===== config.mk =====
export PLATFORM = sky130hd
export DESIGN_NAME = addsub_seq
export DESIGN_NICKNAME = d
export VERILOG_FILES = /design/src/rtl/addsub_pkg.sv /design/src/rtl/addsub_slice.sv /design/src/rtl/addsub_seq.sv
export SDC_FILE = /design/constraint.sdc
export NUM_CORES = 1
export LEC_CHECK = 0
export ABC_AREA = 1
export ABC_CLOCK_PERIOD_IN_PS = 3800
export CAP_MARGIN = 25
export CORE_MARGIN = 4
export CORE_UTILIZATION = 25
export DETAILED_ROUTE_END_ITERATION = 16
export PLACE_DENSITY = 0.45
export RECOVER_POWER = 25
export SLEW_MARGIN = 20
export SYNTH_ARGS = -nofsm -noshare
export SYNTH_HDL_FRONTEND = slang
export SYNTH_SLANG_ARGS = --single-unit

===== constraint.sdc =====
create_clock -name clk -period 3.8 [get_ports clk]
set_input_delay 0.57 -clock clk [delete_from_list [all_inputs] [get_ports clk]]
set_output_delay 0.57 -clock clk [all_outputs]
set_load 0.03 [all_outputs]

===== src/rtl/addsub_pkg.sv =====
// Shared types for the segment-serial adder/subtractor.
//   op_e    : operation encoding seen on the op port
//   state_e : sequencing FSM states
//   seg_idx_w() : width of the segment counter (never below 1 bit)
package addsub_pkg;

  typedef enum logic [1:0] {
    OP_ADD = 2'b00,
    OP_SUB = 2'b01,
    OP_NEG = 2'b10,
    OP_ADC = 2'b11
  } op_e;

  typedef enum logic [1:0] {
    IDLE = 2'b00,
    RUN  = 2'b01,
    DONE = 2'b10
  } state_e;

  function automatic int seg_idx_w(input int nseg);
    return (nseg > 1) ? $clog2(nseg) : 1;
  endfunction

endpackage


===== src/rtl/addsub_slice.sv =====
// One SEG-bit slice of the ripple adder, purely combinational.
//   x, y  : slice operands
//   ci    : carry into bit 0 of the slice
//   s     : slice sum
//   co    : carry out of the slice MSB
//   c_msb : carry into the slice MSB (used for signed overflow)
module addsub_slice
  import addsub_pkg::*;
#(
  parameter int SEG = 8
) (
  input  logic [SEG-1:0] x,
  input  logic [SEG-1:0] y,
  input  logic           ci,
  output logic [SEG-1:0] s,
  output logic           co,
  output logic           c_msb
);

  logic [SEG:0] full;

  assign full = {1'b0, x} + {1'b0, y} + {{SEG{1'b0}}, ci};
  assign s    = full[SEG-1:0];
  assign co   = full[SEG];
  // sum bit = x ^ y ^ carry-in, so the carry into the MSB falls out of the XOR.
  assign c_msb = s[SEG-1] ^ x[SEG-1] ^ y[SEG-1];

endmodule


===== src/rtl/addsub_seq.sv =====
// Segment-serial adder/subtractor with valid/ready handshakes.
// Processes SEG bits per cycle, so a request takes WIDTH/SEG cycles in RUN.
//   clk, rst_n          : clock, asynchronous active-low reset
//   in_valid / in_ready : request handshake (a, b, op, cin sampled on accept)
//   out_valid/out_ready : result handshake
//   sum, co, ovf, zero, neg : registered result and flags
module addsub_seq
  import addsub_pkg::*;
#(
  parameter int WIDTH = 32,
  parameter int SEG   = 8
) (
  input  logic             clk,
  input  logic             rst_n,
  input  logic             in_valid,
  output logic             in_ready,
  input  logic [WIDTH-1:0] a,
  input  logic [WIDTH-1:0] b,
  input  logic [1:0]       op,
  input  logic             cin,
  output logic             out_valid,
  input  logic             out_ready,
  output logic [WIDTH-1:0] sum,
  output logic             co,
  output logic             ovf,
  output logic             zero,
  output logic             neg
);

  localparam int NSEG = WIDTH / SEG;
  localparam int IDXW = seg_idx_w(NSEG);
  localparam logic [WIDTH-1:0] SEG_MASK = WIDTH'({SEG{1'b1}});

  if ((WIDTH % SEG) != 0 || WIDTH < SEG) begin : g_width_check
    $error("addsub_seq: WIDTH must be a non-zero multiple of SEG");
  end

  state_e           state_q, state_d;
  logic [WIDTH-1:0] opa_q, opa_d, opb_q, opb_d, res_q, res_d;
  logic             carry_q, carry_d;
  logic [IDXW-1:0]  idx_q, idx_d;
  logic             co_q, co_d, ovf_q, ovf_d, zero_q, zero_d, neg_q, neg_d;

  op_e              op_in;
  logic             accept, last_seg;
  logic [31:0]      shamt;
  logic [SEG-1:0]   seg_x, seg_y, seg_s;
  logic             seg_co, seg_cmsb;

  assign op_in    = op_e'(op);
  assign accept   = in_valid && in_ready;
  assign last_seg = (idx_q == IDXW'(NSEG - 1));
  assign shamt    = 32'(idx_q) * 32'(SEG);
  assign seg_x    = SEG'(opa_q >> shamt);
  assign seg_y    = SEG'(opb_q >> shamt);

  addsub_slice #(.SEG(SEG)) u_slice (
    .x     (seg_x),
    .y     (seg_y),
    .ci    (carry_q),
    .s     (seg_s),
    .co    (seg_co),
    .c_msb (seg_cmsb)
  );

  // State register
  always_ff @(posedge clk or negedge rst_n) begin
    if (!rst_n) state_q <= IDLE;
    else        state_q <= state_d;
  end

  // Next-state logic
  always_comb begin
    state_d = state_q;
    case (state_q)
      IDLE:    if (accept)    state_d = RUN;
      RUN:     if (last_seg)  state_d = DONE;
      DONE:    if (out_ready) state_d = IDLE;
      default:                state_d = IDLE;
    endcase
  end

  // Handshake outputs depend only on state (and reset for in_ready)
  always_comb begin
    in_ready  = (state_q == IDLE) && rst_n;
    out_valid = (state_q == DONE);
  end

  // Operand capture and per-segment datapath
  always_comb begin
    opa_d   = opa_q;
    opb_d   = opb_q;
    carry_d = carry_q;
    idx_d   = idx_q;
    res_d   = res_q;
    co_d    = co_q;
    ovf_d   = ovf_q;
    zero_d  = zero_q;
    neg_d   = neg_q;
    if (accept) begin
      // Subtraction is A + ~B + 1; negate is the same with A forced to 0.
      opa_d   = (op_in == OP_NEG) ? '0 : a;
      opb_d   = (op_in == OP_SUB || op_in == OP_NEG) ? ~b : b;
      carry_d = (op_in == OP_SUB || op_in == OP_NEG) ? 1'b1
              : (op_in == OP_ADC) ? cin : 1'b0;
      idx_d   = '0;
    end else if (state_q == RUN) begin
      res_d   = (res_q & ~(SEG_MASK << shamt)) | (WIDTH'(seg_s) << shamt);
      carry_d = seg_co;
      idx_d   = idx_q + IDXW'(1);
      if (last_seg) begin
        co_d   = seg_co;
        ovf_d  = seg_cmsb ^ seg_co;
        zero_d = (res_d == '0);
        neg_d  = res_d[WIDTH-1];
        idx_d  = '0;
      end
    end
  end

  always_ff @(posedge clk or negedge rst_n) begin
    if (!rst_n) begin
      opa_q   <= '0;
      opb_q   <= '0;
      carry_q <= 1'b0;
      idx_q   <= '0;
      res_q   <= '0;
      co_q    <= 1'b0;
      ovf_q   <= 1'b0;
      zero_q  <= 1'b0;
      neg_q   <= 1'b0;
    end else begin
      opa_q   <= opa_d;
      opb_q   <= opb_d;
      carry_q <= carry_d;
      idx_q   <= idx_d;
      res_q   <= res_d;
      co_q    <= co_d;
      ovf_q   <= ovf_d;
      zero_q  <= zero_d;
      neg_q   <= neg_d;
    end
  end

  assign sum  = res_q;
  assign co   = co_q;
  assign ovf  = ovf_q;
  assign zero = zero_q;
  assign neg  = neg_q;

endmodule


# == After elaboration in Yosys (flattened, before gate mapping) ==
# Cells that the tools add are included.
# totals
register_bits,105
in_bits,71
output_inout_bits,38
word_cells,56
# classes
add_sub_neg,3
n_eq_ne,9
shift,4
mux,13
bitwise,8
reduce_logical,9
# op_table
op,n
32-bit 2-to-1 mux,2
32-bit inverter,2
32-bit by 5-bit >> shifter with 8-bit output,2
32-bit bitwise AND,1
32-bit logical NOT,1
32-bit bitwise OR,1
8-bit by 5-bit left shift with 32-bit output,1
8-bit by 5-bit left shift with 32-bit output (first input constant),1
2-bit 2-to-1 mux,6
8-bit by 8-bit adder with 9-bit output,1
9-bit by 1-bit adder with 9-bit output,1
2-bit equality test (second input constant),4
2-bit case mux with 3 select lines,1
3-bit AND reduction,2
2-bit by 1-bit equality test with 1-bit output (second input constant),2
1-bit 2-to-1 mux,4
2-bit != test (second input constant),2
1-bit XOR,3
2-bit by 1-bit adder with 2-bit output (second input constant),1
1-bit logical AND,2
2-bit logical NOT,1
2-bit by 1-bit != test with 1-bit output (second input constant),1
2-bit AND reduction,1
2-bit nonzero test,1
2 further kinds,2

# == Depth between registers and ports, before layout ==
# Gate-level depths: netlist (run 1).
# logic_depth
depth_word,6
depth_mapped,24
ltp_nobuf,21

# == By module ==
# From an unflattened synthesis (run 1), not the netlist that was laid out.
# hier_totals
cells_unflattened,715
area_unflattened_um2,5703.0
# modules_own_cells
module,n_inst,cells_each,area_per_inst_um2,seq_area_each_um2
addsub_seq,1,660,5318.9,2627.5
addsub_slice,1,55,384.1,0.0

# == Least setup slack after synthesis (run 1) ==
# Ideal clock, no wire load.
# synth_timing
path_kind,reg2reg
startpoint,register idx_q[0]
endpoint,register zero_q (netlist: zero)
setup_ps,117
arrival_ps,2878
required_time_ps,3683
setup_slack_ps,805
stages_incl_launch_ff,22
period_less_slack_ps,2995
cell_sequence,dfrtp_1 buf_6 inv_2 buf_2 clkbuf_1 nor2_1 o22ai_1 fa_1 inv_1 fa_1 inv_1 nand2_2 nand2_1 nand3_1 nand3_1 nand3_1 o21ai_0 inv_1 nand3_1 nor2_1 nand2_1 nand2_1
# synth_between
elab_chain_len,6
elab_cells_between_ends,12
classes_between,add/sub: 2; eq/ne: 1; shift: 4; bitwise: 3; reduce/logical: 2
# synth_lines
item,line_no,source
from (decl),addsub_seq.sv:41,"logic [IDXW-1:0] idx_q, idx_d;"
from (signal assigned),addsub_seq.sv:136,idx_q <= idx_d;
"32-bit by 5-bit >> shifter with 8-bit output, on equally long branches","addsub_seq.sv:54, addsub_seq.sv:55",
8-bit by 8-bit adder with 9-bit output,addsub_slice.sv:22,"assign full = {1'b0, x} + {1'b0, y} + {{SEG{1'b0}}, ci};"
9-bit by 1-bit adder with 9-bit output,addsub_slice.sv:22,
8-bit by 5-bit left shift with 32-bit output,addsub_seq.sv:108,res_d = (res_q & ~(SEG_MASK << shamt)) | (WIDTH'(seg_s) << shamt);
32-bit bitwise OR,addsub_seq.sv:108,
32-bit logical NOT,addsub_seq.sv:114,zero_d = (res_d == '0);
to (signal assigned),addsub_seq.sv:140,zero_q <= zero_d;
to (decl),addsub_seq.sv:42,"logic co_q, co_d, ovf_q, ovf_d, zero_q, zero_d, neg_q, neg_d;"
# Parallel ways exist; a longest one is shown, timed or not.
# A chain may end at the register's enable or synchronous reset.

# == Final worst setup path (run 1) ==
# layout_timing
startpoint,register idx_q[1]
endpoint,register zero_q (netlist: zero)
# The elaborated chain is that of the path after synthesis.

==> out/qor.yml, run 1 <==
setup_viol_count_final: 0
drt-wirelength-per-cell_um: 15.4
slowest_delay_ps: 560
cts_tree: "yes"
antenna_found_initial: 0
syn_nets: 816
cts.sinks: 105
leakage_nw: 3.33
vias_per_cell: 4.53
ys_seq_elements: 105
rsz0062_at_grt: "no"
drt_pass1_iterations: 5
path_buf_inv: 4
wl_um: 17000
yosysWarningCount: 0
synthToLayoutAreaGrowth_pct: 27.6
vias: 5005
fin_nets: 902
status: "complete, no violations"
io_pins: 109
drc: 0
internal_power_w: 0.00366
async_flop_share_pct: 100
drtIter0Drc: 282
dp_hpwl_um: 12900
core.rowCount: 55
root_buffer: "clkbuf_16"
syn_area_per_cell_um2: 7.82
swShare_pct: 50.0
placed_area_um2: 7030
clk_latency_ps: 350
ys.flop_type: "dfrtp_1"
vdd_drop_max_mv: 0.293
grt.overflow.total: 0
grt_start_max_net_pins: 76
grt_pass1_vias: 4949
cts_setup_buffers: 0
tightest_slew_ps: 1440
design_area_um2: 7290
crit_chain: "inv_2 > o21ai_0 > o22ai_1 > fa_1 > inv_1 > fa_1 > inv_1 > nand2_2 > nand2_1 > nand2_1 > nand2_1 > nand2_1 > nand3_1 > nand2_1 > inv_1 > nand2_1 > nor2_1 > nand3_1 > nor2_1 > nand2_1 > nand2_1"
drive_gt1_share_pct: 4.38
p_sw_w: 0.00367
crit_top_cell: "nand2_1"
cpMaxStageDelayCell: "dfrtp_1"
htreeDepth: 3
hold_buffers: 0
syn_inst: 730
cellPowerDensity_nw_per_um2: 1010
die_area_um2: 25300
finalWeightedCongestion: 0.840
drtAntennaViolNets: 0
track_usage_pct: 13.6
cp.arrival_ps: 3510
p_seq_share_pct: 27.8
grt_pass1_wl_um: 27400
timing.final.crit_share_pct: 84.7
start_kind: "flop"
comb_power_share_pct: 60.5
clockPowerShare_pct: 11.7
start_util_pct: 25.3
cpLargestDelayFamily: "simple AND/OR/NAND/NOR gates"
synth.distinct_cells: 34
cts_resized: 0
end_kind: "flop"
final-hold-violation-count: 0
maxCapViolCount: 0
io_buffers: 108
antennaDiodeCount: 0
fin_crit_ps: 3220
final_util_pct: 32.3
critPathRequiredTime_ps: 4090
syn-cell-area_um2: 5710
drv_slew: 0
die_y_um: 159
fmax_mhz: 311
fin_skew_ps: 8.45
clockBufferDepth: 2
setup_tns_ps: 0
core_um2: 22600
ys_seq_area_share_pct: 46.0
holdCritPathClass: "flop to flop"
synth_edf_count: 0
clk_pin_slew_ps: 70
die_w_um: 159
path_max_fanout: 19
relSlewSlack_pct: 4.30
path_class: "flop to flop"
cts_buffers: 9
-- cell type report --
class / instances / area [um2]
sequential: 105 / 2630
fill: 2429 / 15300
timing repair buffer: 118 / 1140
multi-input combinational: 532 / 2710
tap: 285 / 357
inverter: 50 / 188
clock inverter: 4 / 30.0
clock buffer: 12 / 236
-- placed cells by master (no fill, tap or decap), types with 3 or more instances in the layout --
| master | Yosys | routed |
|---|---|---|
| a21oi_1 | 8 | 8 |
| a31oi_1 | 13 | 13 |
| buf_4 | 0 | 8 |
| clkbuf_1 | 23 | 4 |
| clkbuf_16 | 0 | 9 |
| clkdlybuf4s50_1 | 0 | 107 |
| dfrtp_1 | 105 | 105 |
| ha_1 | 13 | 12 |
| inv_1 | 47 | 47 |
| nand2_1 | 197 | 196 |
| nand2_2 | 4 | 4 |
| nand3_1 | 39 | 39 |
| nand3_2 | 3 | 3 |
| nand4_1 | 9 | 9 |
| nor2_1 | 66 | 66 |
| o21ai_0 | 112 | 112 |
| o22ai_1 | 17 | 17 |
| xor2_1 | 32 | 32 |
-- worst reg2reg max path, delay by kind of cell (launching register included) --
family | cells | cell delay [ps]
buf+inv | 4 | 560
simple gates | 13 | 1020
compound gates | 2 | 400
fa+ha+maj | 2 | 650
flops | 1 | 560
-- logic make-up (layout without fill, tap and decap cells) --
family | Yosys count | after routing | share of synthesized area [%]
AND/OR/NAND/NOR | 325 | 325 | 23.6
AO/OA/AOI/OAI | 159 | 159 | 15.0
flip-flops | 105 | 105 | 46.0
buffers and inverters | 93 | 184 | 6.79
XOR/XNOR | 33 | 33 | 5.06
adder cells (fa/ha/maj) | 15 | 15 | 3.55
-- power by group through the flow --
stage | registers (W) | logic (W) | clock network, W
after floorplan | 0.00221 | 0.00286 | 0
after global placement | 0.00207 | 0.00446 | 0
after detailed placement | 0.00207 | 0.00447 | 0
after CTS | 0.00205 | 0.00449 | 0.000899
after global routing | 0.00211 | 0.00503 | 0.000952
final | 0.00204 | 0.00443 | 0.000859
-- metrics by stage --
stage	worst slack, ps	total power, W	hold slack (ps)	instances
after floorplan	805	0.00507	274	730
after detailed placement	618	0.00654	473	1090
after global routing	211	0.00809	503	1106
after global placement	696	0.00654	468	1090
after CTS	583	0.00744	412	1106
final	580	0.00733	483	1106
-- routing by layer --
metal	wire length, um	vias to the layer above	part of all wire, %	track usage [%]
li1	-	2576	-	-
met1	8220	2295	48	18.7
met2	7830	121	46	21.5
met3	729	13	4.3	3.31
met4	233	0	1.4	3.23
met5	0	-	0	0
-- state kept, by name (all words and copies together), names as in the netlist --
signal,count
ovf,1
zero,1
opb_q,32
state_q,2
opa_q,32
idx_q,2
neg,1
co,1
sum,32
carry_q,1
-- worst paths after layout --
path	from	slack (ps)	depth (start not counted)	to
hold / removal	opb_q[22]	480	2	opb_q[22]
min in group asynchronous	rst_n	690	2	neg
hold reg to reg	opb_q[22]	480	2	opb_q[22]
setup reg to reg	idx_q[1]	580	21	zero
max in group asynchronous	rst_n	1170	3	opb_q[20]
setup / recovery	idx_q[1]	580	21	zero
-- cell usage after synthesis, types with 3 or more instances --
cell type | number | share of area, %
buf_6 | 3 | 0.59
xor2_1 | 32 | 4.9
buf_1 | 4 | 0.26
nand3_2 | 3 | 0.53
inv_1 | 47 | 3.1
nand4_1 | 9 | 0.99
o21ai_0 | 112 | 9.8
buf_2 | 13 | 1.1
o22ai_1 | 17 | 1.9
nand3_1 | 39 | 3.4
ha_1 | 13 | 2.8
nand2_1 | 197 | 13
a21oi_1 | 8 | 0.70
nand2_2 | 4 | 0.44
dfrtp_1 | 105 | 46
a31oi_1 | 13 | 1.4
nor2_1 | 66 | 4.3
clkbuf_1 | 23 | 1.5
Power figures use the tool's default switching activity.
==> run 2: changes to the inputs <==
--- a/config.mk
+++ b/config.mk
@@ -6,7 +6,7 @@
 export NUM_CORES = 1
 export LEC_CHECK = 0
 export ABC_AREA = 1
-export ABC_CLOCK_PERIOD_IN_PS = 3800
+export ABC_CLOCK_PERIOD_IN_PS = 3040
 export CAP_MARGIN = 25
 export CORE_MARGIN = 4
 export CORE_UTILIZATION = 25
==> constraint.sdc (replaced) <==
create_clock -name clk -period 3.04 [get_ports clk]
set_input_delay 0.456 -clock clk [delete_from_list [all_inputs] [get_ports clk]]
set_output_delay 0.456 -clock clk [all_outputs]
set_load 0.03 [all_outputs]
==> run 2 against run 1 <==
The run now ends with max-capacitance violations, max-slew violations left. Critical path depth fell by 2. Sequential share of layout area fell by 1.5 points. Non-clock buffer count rose by 28. Combinational power rose by 37%. Setup slack got worse by 330 ps. Clock skew barely moved. Die area did not move. Hold slack improved by 3.1 ps. First-iteration DRC count rose by 10%. Design area rose by 4.3%. Critical endpoint unchanged.
==> out/qor.yml, run 2 (synthesis results as in run 1) <==
grt_pass1_vias: 5030
maxCapViolCount: 1
violations: "max-capacitance violations, max-slew violations"
io_pins: 109
critPathRequiredTime_ps: 3330
cp.arrival_ps: 3080
grt.overflow.total: 0
status: "finished with violations"
fin_crit_ps: 2790
tightest_slew_ps: 1710
crit_path_end: "zero"
power_w: 0.00972
crit_top_cell: "nand2_1"
reg2reg_setup_slack_ps: 250
critPathLaunch: "idx_q[0]"
root_buffer: "clkbuf_16"
setup_viol_count_final: 0
antennaDiodeCount: 0
vdd_drop_max_mv: 0.429
rsz0062_at_grt: "yes"
crit_chain: "buf_8 > buf_4 > buf_4 > o21ai_0 > o22ai_1 > ha_1 > nand2_1 > inv_1 > a21oi_1 > nand2_1 > nand2_1 > nand2_2 > nand3_1 > nand2_1 > nor2_1 > nand2_1 > nor2_1 > nand2_1 > nand2_1"
grt_pass1_wl_um: 27300
fmax_mhz: 358
final-hold-violation-count: 0
drt_pass1_iterations: 5
drt-wirelength-per-cell_um: 15.1
cellPowerDensity_nw_per_um2: 1280
htreeDepth: 3
dp_cells: 1112
core.rowCount: 55
layout_common_cells: "nand2_1 (195), o21ai_0 (109), clkdlybuf4s50_1 (107)"
cts.sinks: 105
fin_nets: 930
drtIter0Drc: 311
die_y_um: 159
hold_ws_ps: 486
timing.final.crit_share_pct: 91.8
reg2reg_from: "idx_q[0]"
drv_slew: 33
wl_um: 17100
fin_skew_ps: 8.68
cts_buffers: 9
track_usage_pct: 13.4
vias_per_cell: 4.49
grt_start_max_net_pins: 75
final_util_pct: 33.7
io_buffers: 108
r2r_end: "zero"
clockBufferDepth: 2
final-instance-count-excl-fill: 1134
clk_pin_slew_ps: 70
vias: 5087
drive_gt1_share_pct: 8.60
antenna_found_initial: 0
holdCritPathClass: "flop to flop"
multiInputGateArea_um2: 2730
die_area_um2: 25300
cts_tree: "yes"
path_class: "flop to flop"
start_util_pct: 25.3
dp_hpwl_um: 12900
end_kind: "flop"
register_area_um2: 2630
leakage_nw: 3.49
path_max_fanout: 11
drtAntennaViolNets: 0
cpMaxStageDelayCell: "dfrtp_2"
die_w_um: 159
start_kind: "flop"
synthToLayoutAreaGrowth_pct: 33.2
core_um2: 22600
layout_commonest_cell: "nand2_1"
finalWeightedCongestion: 0.823
relSlewSlack_pct: -13.9
setup_tns_ps: 0
drc: 0
slowest_delay_ps: 450
nFillCells: 2434
worst-r2r-cell-count: 19
clk_latency_ps: 350
## run 2: routing by layer
metal  vias up  share of wire, %  global-route usage, %
met4         0               1.2                   3.43
met1      2324                48                   18.8
met3        16               4.8                   3.37
li1       2616                 -                      -
met2       131                46                   20.7
met5         -                 0                      0
## run 2: how the worst min path moves through the flow
| stage | slack [ps] | from | to | cells after the start |
|---|---|---|---|---|
| finish | 490 | opb_q[18] | opb_q[18] | 2 |
| global route | 520 | opb_q[14] | opb_q[14] | 2 |
| CTS | 140 | rst_n | state_q[1] | 2 |
| detailed placement | 470 | opb_q[18] | opb_q[18] | 2 |
| global placement | 470 | opb_q[18] | opb_q[18] | 2 |
| floorplan | 160 | rst_n | carry_q | 0 |
## run 2: layout make-up
class	count	share of cell area [%]
multi-input combinational	532	35.9
sequential	105	34.6
timing repair buffer	146	18.5
tap	285	4.69
clock buffer	12	3.37
inverter	50	2.53
clock inverter	4	0.362
## run 2: repair_timing
item,4_1_cts,5_1_grt
buffers inserted,0,5
hold buffers,0,0
endpoints found under the hold margin,0,0
setup endpoints to repair,0,6
gates resized for setup,0,18
## run 2: metrics by stage
stage | worst slack (ps) | cell area [um2]
after floorplan | 45.2 | 5710
after global placement | 176 | 7220
after detailed placement | 74.3 | 7220
after CTS | 61.4 | 7510
after global routing | -36.5 | 7610
final | 248 | 7610
## run 2: worst max-delay path, delay by kind of cell, from the launching register on
kind | cells | cell delay, ps
and+or+nand+nor | 11 | 980
buffers and inverters | 4 | 490
AOI/OAI and AO/OA | 3 | 460
DFF | 1 | 450
adders and majority gates | 1 | 340
## run 2: where the power goes
part	total (W)	internal, W	switching (W)
Clock	0.00113	0.000600	0.000534
Sequential	0.00254	0.00206	0.000480
Combinational	0.00605	0.00237	0.00368
Total	0.00972	0.00502	0.00470
==> run 3: changes to the inputs <==
--- a/config.mk
+++ b/config.mk
@@ -11,6 +11,7 @@
 export CORE_MARGIN = 4
 export CORE_UTILIZATION = 25
 export DETAILED_ROUTE_END_ITERATION = 16
+export HOLD_SLACK_MARGIN = 0.03
 export PLACE_DENSITY = 0.45
 export RECOVER_POWER = 25
 export SLEW_MARGIN = 20
==> results of run 3 <==
Final layout, timing and power as in run 2 (identical DEF).
